--- config.mk ---
export PLATFORM = sky130hd
export DESIGN_NAME = pe_seq_ctrl
export DESIGN_NICKNAME = d
export VERILOG_FILES = /design/src/rtl/pe_seq_ctrl.sv
export SDC_FILE = /design/constraint.sdc
export NUM_CORES = 1
export LEC_CHECK = 0
export ABC_CLOCK_PERIOD_IN_PS = 3300
export CAP_MARGIN = 10
export CORE_MARGIN = 3
export CORE_UTILIZATION = 44
export CTS_CLUSTER_SIZE = 20
export DETAILED_ROUTE_END_ITERATION = 6
export GPL_ROUTABILITY_DRIVEN = 0
export PLACE_DENSITY = 0.83
export RECOVER_POWER = 50
export SLEW_MARGIN = 10
export SYNTH_ARGS = -nofsm -noshare
export SYNTH_HDL_FRONTEND = slang
export SYNTH_SLANG_ARGS = --single-unit
--- constraint.sdc ---
create_clock -name clk -period 3.3 [get_ports clk]
set_clock_uncertainty 0.15 [all_clocks]
set_input_delay 0.33 -clock clk [delete_from_list [all_inputs] [get_ports clk]]
set_output_delay 0.33 -clock clk [all_outputs]
set_load 0.05 [all_outputs]
--- src/rtl/pe_seq_ctrl.sv ---
// ---------------------------------------------------------------------------
// pe_seq_ctrl
//  Sequencer for one MAC processing element. For each accepted request it
//  reads a vector of ifm/weight pairs from two sync-read buffers, clears the
//  PE, streams the pairs into it one per cycle, captures the final psum and
//  offers it on a valid/ready result port.
//
//  Ports
//   clk, rst            clock (rising edge), synchronous active-high reset
//   start               request; accepted only while idle
//   base_addr, len      first buffer address / pair count, sampled on accept
//   busy                high from the cycle after accept until result handshake
//   buf_rd_en, buf_addr read strobe and shared address for both buffers
//   buf_ifm, buf_w      buffer read data, valid one cycle after buf_rd_en
//   pe_ifm, pe_w        registered operands to the PE (0 when not accumulating)
//   pe_clr              one-cycle accumulator clear pulse
//   pe_acc_en           PE accumulates pe_ifm*pe_w at the next edge
//   pe_psum             PE accumulator value
//   result              captured psum, stable while result_valid
//   result_valid        result available, held until result_ready
//   result_ready        consumer accepts result
//   perf_cycles         (PE_CTRL_PERF_CNT_EN only) count of busy cycles
//
//  Optional feature macro: PE_CTRL_PERF_CNT_EN
// ---------------------------------------------------------------------------
module pe_seq_ctrl #(
  parameter int WIDTH  = 8,
  parameter int AW     = 5,
  parameter int PSUM_W = 32
) (
  input  logic              clk,
  input  logic              rst,
  input  logic              start,
  input  logic [AW-1:0]     base_addr,
  input  logic [AW-1:0]     len,
  output logic              busy,
  output logic              buf_rd_en,
  output logic [AW-1:0]     buf_addr,
  input  logic [WIDTH-1:0]  buf_ifm,
  input  logic [WIDTH-1:0]  buf_w,
  output logic [WIDTH-1:0]  pe_ifm,
  output logic [WIDTH-1:0]  pe_w,
  output logic              pe_clr,
  output logic              pe_acc_en,
  input  logic [PSUM_W-1:0] pe_psum,
`ifdef PE_CTRL_PERF_CNT_EN
  output logic [31:0]       perf_cycles,
`endif
  output logic [PSUM_W-1:0] result,
  output logic              result_valid,
  input  logic              result_ready
);

  typedef enum logic [1:0] {
    IDLE  = 2'd0,
    FETCH = 2'd1,
    DRAIN = 2'd2,
    DONE  = 2'd3
  } state_t;

  state_t          state;
  logic [AW-1:0]   addr_cnt;
  logic [AW-1:0]   remaining;
  logic            first_rd;
  logic            rd_vld_d;   // buffer data valid this cycle

  always_ff @(posedge clk) begin
    if (rst) begin
      state        <= IDLE;
      addr_cnt     <= '0;
      remaining    <= '0;
      first_rd     <= 1'b0;
      rd_vld_d     <= 1'b0;
      busy         <= 1'b0;
      buf_rd_en    <= 1'b0;
      buf_addr     <= '0;
      pe_ifm       <= '0;
      pe_w         <= '0;
      pe_clr       <= 1'b0;
      pe_acc_en    <= 1'b0;
      result       <= '0;
      result_valid <= 1'b0;
    end else begin
      // Operand pipe: forward read data only when it is valid, otherwise
      // zeros so the PE never sees stale operands.
      rd_vld_d <= buf_rd_en;
      if (rd_vld_d) begin
        pe_ifm    <= buf_ifm;
        pe_w      <= buf_w;
        pe_acc_en <= 1'b1;
      end else begin
        pe_ifm    <= '0;
        pe_w      <= '0;
        pe_acc_en <= 1'b0;
      end

      pe_clr    <= 1'b0;
      buf_rd_en <= 1'b0;

      case (state)
        IDLE: begin
          if (start) begin
            busy      <= 1'b1;
            addr_cnt  <= base_addr;
            remaining <= len;
            first_rd  <= 1'b1;
            if (len == '0) begin
              // Empty vector: no reads, no PE clear, result is zero.
              result <= '0;
              state  <= DONE;
            end else begin
              state  <= FETCH;
            end
          end
        end

        FETCH: begin
          buf_rd_en <= 1'b1;
          buf_addr  <= addr_cnt;
          addr_cnt  <= addr_cnt + 1'b1;   // wraps modulo 2**AW
          remaining <= remaining - 1'b1;
          pe_clr    <= first_rd;
          first_rd  <= 1'b0;
          if (remaining == AW'(1)) begin
            state <= DRAIN;
          end
        end

        DRAIN: begin
          // Pipeline empty (no read in flight, no operand pending, no
          // accumulate this cycle) means pe_psum holds the final sum.
          if (!buf_rd_en && !rd_vld_d && !pe_acc_en) begin
            result       <= pe_psum;
            result_valid <= 1'b1;
            state        <= DONE;
          end
        end

        DONE: begin
          if (result_valid && result_ready) begin
            result_valid <= 1'b0;
            busy         <= 1'b0;
            state        <= IDLE;
          end else begin
            result_valid <= 1'b1;
          end
        end

        default: state <= IDLE;
      endcase
    end
  end

`ifdef PE_CTRL_PERF_CNT_EN
  // Free-running busy-cycle counter, wraps naturally at 2**32.
  always_ff @(posedge clk) begin
    if (rst) begin
      perf_cycles <= '0;
    end else if (busy) begin
      perf_cycles <= perf_cycles + 32'd1;
    end
  end
`endif

endmodule

== Word level (Yosys, flattened, before mapping) ==
Cells that the tools add are included.
W data, S select, Z words.

* Bitwise logic cells: 2
* Multiplexer cells: 23
* Equality and inequality tests: 9
* Add/sub/neg operators: 2
* Reduce and logical (&&, ||, !) cells: 19

{| class="wikitable"
|+ Operators by type and width
! operator !! count
|-
| $mux W32 || 3
|-
| $pmux W32 S2 || 1
|-
| $pmux W5 S2 || 2
|-
| $mux W2 || 5
|-
| $mux W5 || 2
|-
| $ne A2 B2 Y1 const B || 5
|-
| $pmux W2 S4 || 1
|-
| $reduce_and A4 Y1 || 2
|-
| $reduce_bool A2 Y1 || 4
|-
| $mux W1 || 6
|-
| $pmux W1 S2 || 3
|-
| $add A5 B1 Y5 const B || 1
|-
| $eq A5 B1 Y1 const B || 1
|-
| $logic_not A5 Y1 || 1
|-
| $sub A5 B1 Y5 const B || 1
|-
| $eq A2 B2 Y1 const B || 2
|-
| $reduce_and A2 Y1 || 2
|-
| $reduce_or A2 Y1 || 2
|-
| $logic_and A1 B1 Y1 || 3
|-
| $logic_not A1 Y1 || 3
|-
| $reduce_and A3 Y1 || 1
|-
| $eq A2 B1 Y1 const B || 1
|-
| $logic_not A2 Y1 || 1
|-
| $not A1 Y1 || 2
|}

* Flip-flop bits (word level): 72
* Output and inout port bits: 58
* Logic and storage cells: 69
* Bits of input ports: 62

== Depth between registers and ports, before layout ==
Gate-level depths: netlist of run 1.

* Depth in word-level cells: 5
* Depth in mapped cells: 8
* Mapped depth without buffers: 6

== Worst setup path before layout of run 1 ==
Ideal clock, no wire load.

* Path type: reg-to-reg
* From: register state[1]
* To: register buf_addr[0]
* Setup slack: 1418 ps
* Arrival time: 1604 ps
* Stages on the path, launching flop included: 8
* Clock period less this slack: 1882 ps
* Path buffers: 3
* Setup time: 128 ps
* Cell sequence: dfxtp_1 -> inv_1 -> ha_1 -> clkbuf_1 -> clkbuf_1 -> buf_2 -> mux2i_1 -> nor2_1

* Longest elaborated chain between the ends: 1

{| class="wikitable"
|+ RTL lines
! what !! RTL line !! RTL
|-
| from (decl) || 61 || <nowiki>state_t state;</nowiki>
|-
| from (signal assigned) || 69 || <nowiki>state <= IDLE;</nowiki>
|-
| from (signal assigned) || 110 || <nowiki>state <= DONE;</nowiki>
|-
| from (signal assigned) || 112 || <nowiki>state <= FETCH;</nowiki>
|-
| $eq A2 B1 Y1 || 100 || <nowiki>case (state)</nowiki>
|-
| to (signal assigned) || 119 || <nowiki>buf_addr <= addr_cnt;</nowiki>
|-
| to (decl) || 38 || <nowiki>output logic [AW-1:0] buf_addr,</nowiki>
|}

No other way between the ends.
A chain may end at the register's enable or synchronous reset.

==> impl_metrics.ini, run 1 <==
[floorplan]
pin_count = 120
die_h_microns = 83.9
start_util_pct = 47.0
rows = 27
die_x_microns = 83.9
coreArea_sq_mm = 0.00568
dieArea_sq_mm = 0.00704

[detailed_routing]
wire_per_inst_microns = 15.2
drtIter0Drc = 116
vias = 2305
antenna_left = 0
wirelength_mm = 6.81
first_pass_iters = 5
drc = 0
via_per_inst = 5.13

[yosys]
netlist_top_cells_count = 72 x dfxtp_1, 32 x a22o_1, 23 x nor2_1
ys_warn_count = 0
yosysSeqAreaShare_pct = 54.0
synth-edff-count = 0
syn_area_sq_mm = 0.00267
synthFlopType = dfxtp_1
yosys.cell_types.count = 39
synth-simple-area-share_pct = 14.7
synthAdderAreaFrac_pct = 3.28
syn_area_per_cell_sq_um = 10.4
synth_top_area_share_pct = 54.0
muxShareOfSynthArea_pct = 3.42
synthXorXnorAreaFrac_pct = 0
yosys.area.top_type = dfxtp_1
synth_top_family_by_area = compound AO/OA/AOI/OAI gates
yosysMostFrequentCell = dfxtp_1
synthCells = 257
syn_nets = 326
ys_ff_latch = 72
synth_compound_area_share_pct = 20.5
synthArstFlopShare_pct = 0
synth_area_leaders = dfxtp_1 54%, a22o_1 10%, and2_1 3.7%, ha_1 3.3%, nor2_1 3.2%

[cts]
cts.path.max_buffers = 2
clock_sinks = 72
tritoncts = done
path_clk_slew_ns = 0.07
cts-resized-gates = 0
htree_levels = 3
cts_setup_buffers = 0
cts-root-buf = clkbuf_8
ctsHoldBuffers = 0
clk_latency_ns = 0.33
cts_buffers = 9

[global_route]
use_met2_pct = 31.8
grt_pass1_vias = 2254
gr-total-overflow = 0
top_usage_layer = met2
grt_max_degree = 33
antenna_found_initial = 0
grtUsageMet1_pct = 24.1
grt_pass1_wl_mm = 11.2
met3_usage_pct = 8.19
track_usage_pct = 20.0

[timing]
maxSlewViolCount = 0
min_period_over_period_pct = 70.6
fin_crit_ns = 2.33
max_freq_ghz = 0.429
hold_viol_final = 0
finalSetupTns_ns = 0
setup_violations = 0
slew_headroom_pct = 25.9
fin_ws_ns = 0.971
whs_ns = 0.320
max_slew.worst_pin.slew_ns = 1.11
rsz0062_at_grt = no

[placement]
dpl.hpwl_mm = 5.07
place_ws_ns = 0.974
portBuffers = 119
placedCellCount = 436

[outcome]
status = complete, no violations

[pwr]
ir_worst_vdd_mv = 0.379
power_leakage_uw = 0.00169
p_per_area_mw_per_mm2 = 676

[final_layout]
area_growth_pct = 52.1
fillers = 445
postLayoutCoreUtil_pct = 71.5
final_cells = 449
fin_nets = 444
drive_gt1_share_pct = 5.04
num_antenna_cells = 0

[setup_path]
cp-start-kind = primary input
crit_arrival_ns = 2.40
critPathMaxFanout = 32
cp.required_ns = 3.37
worstSetupPathType = primary input to flip-flop
end_kind = flip-flop

[job]
max-cap-violations = 0

[hold_path]
hp-class = flip-flop to flip-flop
==> layer usage <==
layer  share of wire, %  wire, microns  vias up
met5                  0              0        -
met4                2.0            138        0
met3                6.5            441       14
met2                 48           3270       88
met1                 43           2960     1058
li1                   -              -     1145
==> cell type report <==
class / instances / area, sq um / area share, %
clock buffers: 12 / 155 / 3.82
multi-input cells: 160 / 1120 / 27.6
repair buffers: 123 / 1210 / 29.9
well taps: 72 / 90.1 / 2.22
clock inverters: 1 / 5.00 / 0.123
flip-flops and latches: 72 / 1440 / 35.5
inverters: 9 / 33.8 / 0.832
==> registers in the layout, summed over array words and instances, names as in the netlist, 2 cells and up <==
signal	flops
pe_ifm	8
result	32
addr_cnt	5
state	2
pe_w	8
buf_addr	5
remaining	5
==> through the flow <==
stage          power, uW  area [sq um]
6_report            2750          4060
5_1_grt             2920          4060
3_5_place_dp        2190          3910
4_1_cts             2780          4070
3_3_place_gp        2160          3910
2_1_floorplan       1870          2670
==> cells by family (layout without fill, tap and decap cells) <==
| group | Yosys count | after routing |
|---|---|---|
| adder cells (fa/ha/maj) | 7 | 7 |
| AND/OR/NAND/NOR | 74 | 74 |
| buffers and inverters | 25 | 145 |
| flip-flops | 72 | 72 |
| AO/OA/AOI/OAI | 70 | 70 |
| multiplexers | 9 | 9 |
==> power by group <==
group	leakage [uW]	switching, uW	total, uW	internal [uW]
Clock	0.0000842	285	585	300
Combinational	0.00102	649	1070	425
Sequential	0.000584	96.7	1090	990
Total	0.00169	1030	2750	1720
==> worst max-delay path, cell delays in order <==
cell	delay, ns
dlygate4sd3_1	0.52
clkbuf_1	0.82
and4bb_1	0.26
buf_4	0.23
a22o_1	0.22
==> path summary, 6_finish.rpt <==
check,slack (ns),depth (start not counted),to,from
hold reg to reg,0.32,2,remaining[1],remaining[1]
setup reg to reg,0.99,7,addr_cnt[0],state[1]
setup / recovery,0.97,5,result[19],rst
hold / removal,0.32,2,remaining[1],remaining[1]
==> layout by cell type (no fill, tap or decap), types with 8 or more instances in the layout <==
| cell type | instances |
|---|---|
| a21oi_1 | 12 |
| a22o_1 | 32 |
| and2_0 | 10 |
| clkbuf_8 | 11 |
| clkdlybuf4s50_1 | 83 |
| dfxtp_1 | 72 |
| dlygate4sd3_1 | 36 |
| inv_1 | 8 |
| mux2i_1 | 8 |
| nor2_1 | 23 |
Power figures use the tool's default switching activity.
==> inputs of run 2 (changes only) <==
--- a/config.mk
+++ b/config.mk
@@ -5,14 +5,14 @@
 export SDC_FILE = /design/constraint.sdc
 export NUM_CORES = 1
 export LEC_CHECK = 0
-export ABC_CLOCK_PERIOD_IN_PS = 3300
+export ABC_CLOCK_PERIOD_IN_PS = 2310
 export CAP_MARGIN = 10
 export CORE_MARGIN = 3
-export CORE_UTILIZATION = 44
+export CORE_UTILIZATION = 41
 export CTS_CLUSTER_SIZE = 20
 export DETAILED_ROUTE_END_ITERATION = 6
 export GPL_ROUTABILITY_DRIVEN = 0
-export PLACE_DENSITY = 0.83
+export PLACE_DENSITY = 0.78
 export RECOVER_POWER = 50
 export SLEW_MARGIN = 10
 export SYNTH_ARGS = -nofsm -noshare
==> constraint.sdc (replaced) <==
create_clock -name clk -period 2.31 [get_ports clk]
set_clock_uncertainty 0.15 [all_clocks]
set_input_delay 0.231 -clock clk [delete_from_list [all_inputs] [get_ports clk]]
set_output_delay 0.231 -clock clk [all_outputs]
set_load 0.05 [all_outputs]
==> run 2 against run 1 <==
Wire length up 2.4%. Global-route usage down 0.85 points. Sequential share of layout area down 0.75 points. Die area up 6.8%. Final cell count up 2.0%. Total power up 50%. Critical path type is now flip-flop to flip-flop. Critical endpoint is now result[9].
==> impl_metrics.ini, run 2 (synthesized netlist as in run 1, its figures left out) <==
[cts]
path_clk_slew_ns = 0.08
cts.path.max_buffers = 2
clock_sinks = 72
cts_setup_buffers = 0
ctsHoldBuffers = 0
htree_levels = 3
cts_buffers = 9
cts-resized-gates = 0
tritoncts = done
clk_latency_ns = 0.35
cts-root-buf = clkbuf_8

[floorplan]
die_x_microns = 86.7
coreArea_sq_mm = 0.00610
dieArea_sq_mm = 0.00752
start_util_pct = 43.8
die_h_microns = 86.7
pin_count = 120
rows = 28

[detailed_routing]
vias = 2342
drc = 0
drtIter0Drc = 104
first_pass_iters = 4
wire_per_inst_microns = 15.2
antenna_left = 0
wirelength_mm = 6.97
via_per_inst = 5.11

[setup_path]
worstSetupPathType = flip-flop to flip-flop
max_stage_delay_ns = 0.43
reg2reg_from = state[0]
cp.required_ns = 2.46
critPathSlowestCell = ha_1
cp_common_cell = inv_1
worstSetupStartpoint = state[0]
end_kind = flip-flop
cp-start-kind = flip-flop
cp_top_family = buffers and inverters
crit_buf_inv = 3
crit_arrival_ns = 2.22
critPathMaxFanout = 32
path_cells = inv_1, ha_1, inv_1, a21o_1, a21oi_2, buf_4, a22o_1

[timing]
fin_crit_ns = 2.07
whs_ns = 0.288
max_freq_ghz = 0.483
min_period_over_period_pct = 89.6
maxSlewViolCount = 0
slew_headroom_pct = 42.8
setup_violations = 0
max_slew.worst_pin.slew_ns = 0.856
hold_viol_final = 0
finalSetupTns_ns = 0
rsz0062_at_grt = no

[final_layout]
num_antenna_cells = 0
fillers = 508
largest_reg_flops = 32
multi_input_area_sq_mm = 0.00112
reg_top3 = result: 32 flops, pe_ifm: 8 flops, pe_w: 8 flops
area_growth_pct = 55.3
layout_common_cells = 83 x clkdlybuf4s50_1, 72 x dfxtp_1, 36 x dlygate4sd3_1
fin_nets = 447
seq_area_sq_mm = 0.00144
drive_gt1_share_pct = 7.31
largest_register = result
layout_commonest_cell = clkdlybuf4s50_1

[hold_path]
hp-class = primary input to flip-flop
min-delay-start = buf_w[0]

[global_route]
grt_pass1_wl_mm = 11.3
gr-total-overflow = 0
grt_max_degree = 33
track_usage_pct = 19.1
antenna_found_initial = 0
grt_pass1_vias = 2343

[pwr]
p_per_area_mw_per_mm2 = 994
power_leakage_uw = 0.00172
ir_worst_vdd_mv = 0.677

[job]
max-cap-violations = 0

[placement]
portBuffers = 119
dpl.hpwl_mm = 5.09

[outcome]
status = complete, no violations
[run 2: path summary, 6_finish.rpt]
check / endpoint / slack (ns) / depth (start not counted)
max reg2reg: result[9] / 0.24 / 7
min: pe_w[0] / 0.29 / 2
max: result[9] / 0.24 / 7
min reg2reg: result[23] / 0.33 / 1
[run 2: metal layers]
metal | up-vias | part of all wire, % | track usage [%]
li1 | 1151 | - | -
met1 | 1098 | 40 | 22.6
met2 | 76 | 49 | 30.7
met3 | 17 | 7.8 | 8.08
met4 | 0 | 2.6 | 7.65
met5 | - | 0 | 0
[run 2: metrics by stage]
stage	cell area, sq um	std cells	util, %	worst slack [ns]	total power, uW
after detailed placement	3950	442	64.7	0.122	3150
after global placement	3950	442	64.7	0.190	3110
after floorplan	2670	257	-	0.428	2670
final	4150	458	68.0	0.241	4120
after global routing	4150	458	68.0	0.0619	4380
after CTS	4150	458	68.1	0.246	4180
[run 2: where the power goes]
part | leakage, uW | internal (uW) | total, uW | switching (uW)
Combinational | 0.00104 | 630 | 1560 | 930
Clock | 0.0000964 | 509 | 1020 | 509
Sequential | 0.000584 | 1410 | 1550 | 134
[run 2: final cells by class]
type | count | share of cell area (%)
clock buffers | 9 | 2.99
clock inverters | 7 | 1.93
inverters | 9 | 0.814
multi-input cells | 160 | 27.0
flip-flops and latches | 72 | 34.8
well taps | 75 | 2.26
repair buffers | 126 | 30.2
==> inputs of run 3 (changes only) <==
--- a/config.mk
+++ b/config.mk
@@ -7,6 +7,7 @@
 export LEC_CHECK = 0
 export ABC_CLOCK_PERIOD_IN_PS = 2310
 export CAP_MARGIN = 10
+export CORE_ASPECT_RATIO = 1.75
 export CORE_MARGIN = 3
 export CORE_UTILIZATION = 41
 export CTS_CLUSTER_SIZE = 20
==> run 3 against run 2 <==
Clock-buffer cell count grew 2. Fmax grew 0.25%. Die area grew 0.50%. First-iteration DRC count grew 75%. Non-clock buffer count is the same. Wire length grew 0.57%. Final cell count grew 1.1%. Sequential power is essentially flat. Worst setup slack gained 0.0051 ns.
==> impl_metrics.ini, run 3 (synthesized netlist as in run 1, its figures left out) <==
[outcome]
status = complete, no violations

[cts]
clk_latency_ns = 0.34
cts_setup_buffers = 0
cts-resized-gates = 0
path_clk_slew_ns = 0.07
cts-root-buf = clkbuf_8
ctsHoldBuffers = 0
clock_sinks = 72
tritoncts = done
cts.path.max_buffers = 2
cts_buffers = 9
htree_levels = 3

[pwr]
power_leakage_uw = 0.00177
ir_worst_vdd_mv = 0.717
finalPower_uw = 4590
p_per_area_mw_per_mm2 = 1080

[global_route]
gr-total-overflow = 0
track_usage_pct = 19.4
grt_max_degree = 33
grt_pass1_vias = 2295
grt_pass1_wl_mm = 11.1
antenna_found_initial = 0

[final_layout]
num_antenna_cells = 0
largest_register = result
drive_gt1_share_pct = 7.05
layout_common_cells = 84 x clkdlybuf4s50_1, 72 x dfxtp_1, 35 x dlygate4sd3_1
layout_commonest_cell = clkdlybuf4s50_1
largest_reg_flops = 32
reg_top3 = result: 32 flops, pe_ifm: 8 flops, pe_w: 8 flops
area_growth_pct = 59.6
fin_nets = 447

[setup_path]
cp-start-kind = flip-flop
critPathMaxFanout = 32
cp.required_ns = 2.39
end_kind = flip-flop
crit_arrival_ns = 2.14
worstSetupPathType = flip-flop to flip-flop

[detailed_routing]
first_pass_iters = 4
vias = 2325
drtIter0Drc = 182
via_per_inst = 5.02
wirelength_mm = 7.01
wire_per_inst_microns = 15.1
antenna_left = 0
drc = 0

[placement]
dpl.hpwl_mm = 5.11
portBuffers = 119
place_ws_ns = 0.226

[floorplan]
coreArea_sq_mm = 0.00628
die_x_microns = 67
rows = 38
start_util_pct = 42.5
pin_count = 120
dieArea_sq_mm = 0.00755
die_h_microns = 113

[timing]
max_freq_ghz = 0.484
finalSetupTns_ns = 0
setup_violations = 0
fin_crit_ns = 2.06
hold_viol_final = 0
rsz0062_at_grt = no
min_period_over_period_pct = 89.4
slew_headroom_pct = 44.9
max_slew.worst_pin.slew_ns = 0.825
fin_ws_ns = 0.246
maxSlewViolCount = 0
whs_ns = 0.295

[hold_path]
hp-class = primary input to flip-flop

[job]
max-cap-violations = 0
[run 3: cell count changes in the layout (fill, tap and decap cells not counted), sizes merged, moves of 2 or more]
cell      previous run  this run
bufinv               1         5
clkbuf              10        13
clkinv               3         1
clkinvlp             2         0
inv                 10         8
[run 3: final timing paths]
check	to	startpoint	slack, ns	depth (start not counted)
max	result[13]	state[0]	0.25	7
min	pe_ifm[5]	buf_ifm[5]	0.30	2
max reg2reg	result[13]	state[0]	0.25	7
min reg2reg	remaining[1]	remaining[1]	0.32	2
[run 3: area by class of cell]
type | instances | area [sq um]
timing repair buffer | 126 | 1260
clock inverter | 5 | 150
fill | 498 | 2020
clock buffer | 11 | 151
inverter | 9 | 33.8
multi-input combinational | 160 | 1120
sequential | 72 | 1440
tap | 80 | 100
[run 3: power breakdown]
group          total, uW  internal, uW  switching (uW)
registers           1550          1410             134
clock network       1450           995             453
logic               1590           649             944
total               4590          3060            1530
[run 3: stage by stage]
stage | instances | util (%) | instance area (sq um)
floorplan | 257 | - | 2670
global placement | 447 | 63.2 | 3970
detailed placement | 447 | 63.2 | 3970
CTS | 463 | 68.0 | 4270
global route | 463 | 67.9 | 4260
finish | 463 | 67.9 | 4260
[run 3: metal layers]
layer	vias up	part of all wire (%)	global-route usage, %
li1	1155	-	-
met3	9	6.1	4.97
met5	-	0	0
met1	1090	38	20.7
met2	71	54	34.4
met4	0	1.9	8.94
[run 3: worst max-delay path, cell delays in order (launching register included)]
cell	delay (ns)
dfxtp_1	0.34
inv_1	0.10
ha_1	0.43
inv_1	0.13
a21o_1	0.20
and4bb_1	0.22
buf_12	0.17
a22o_1	0.19
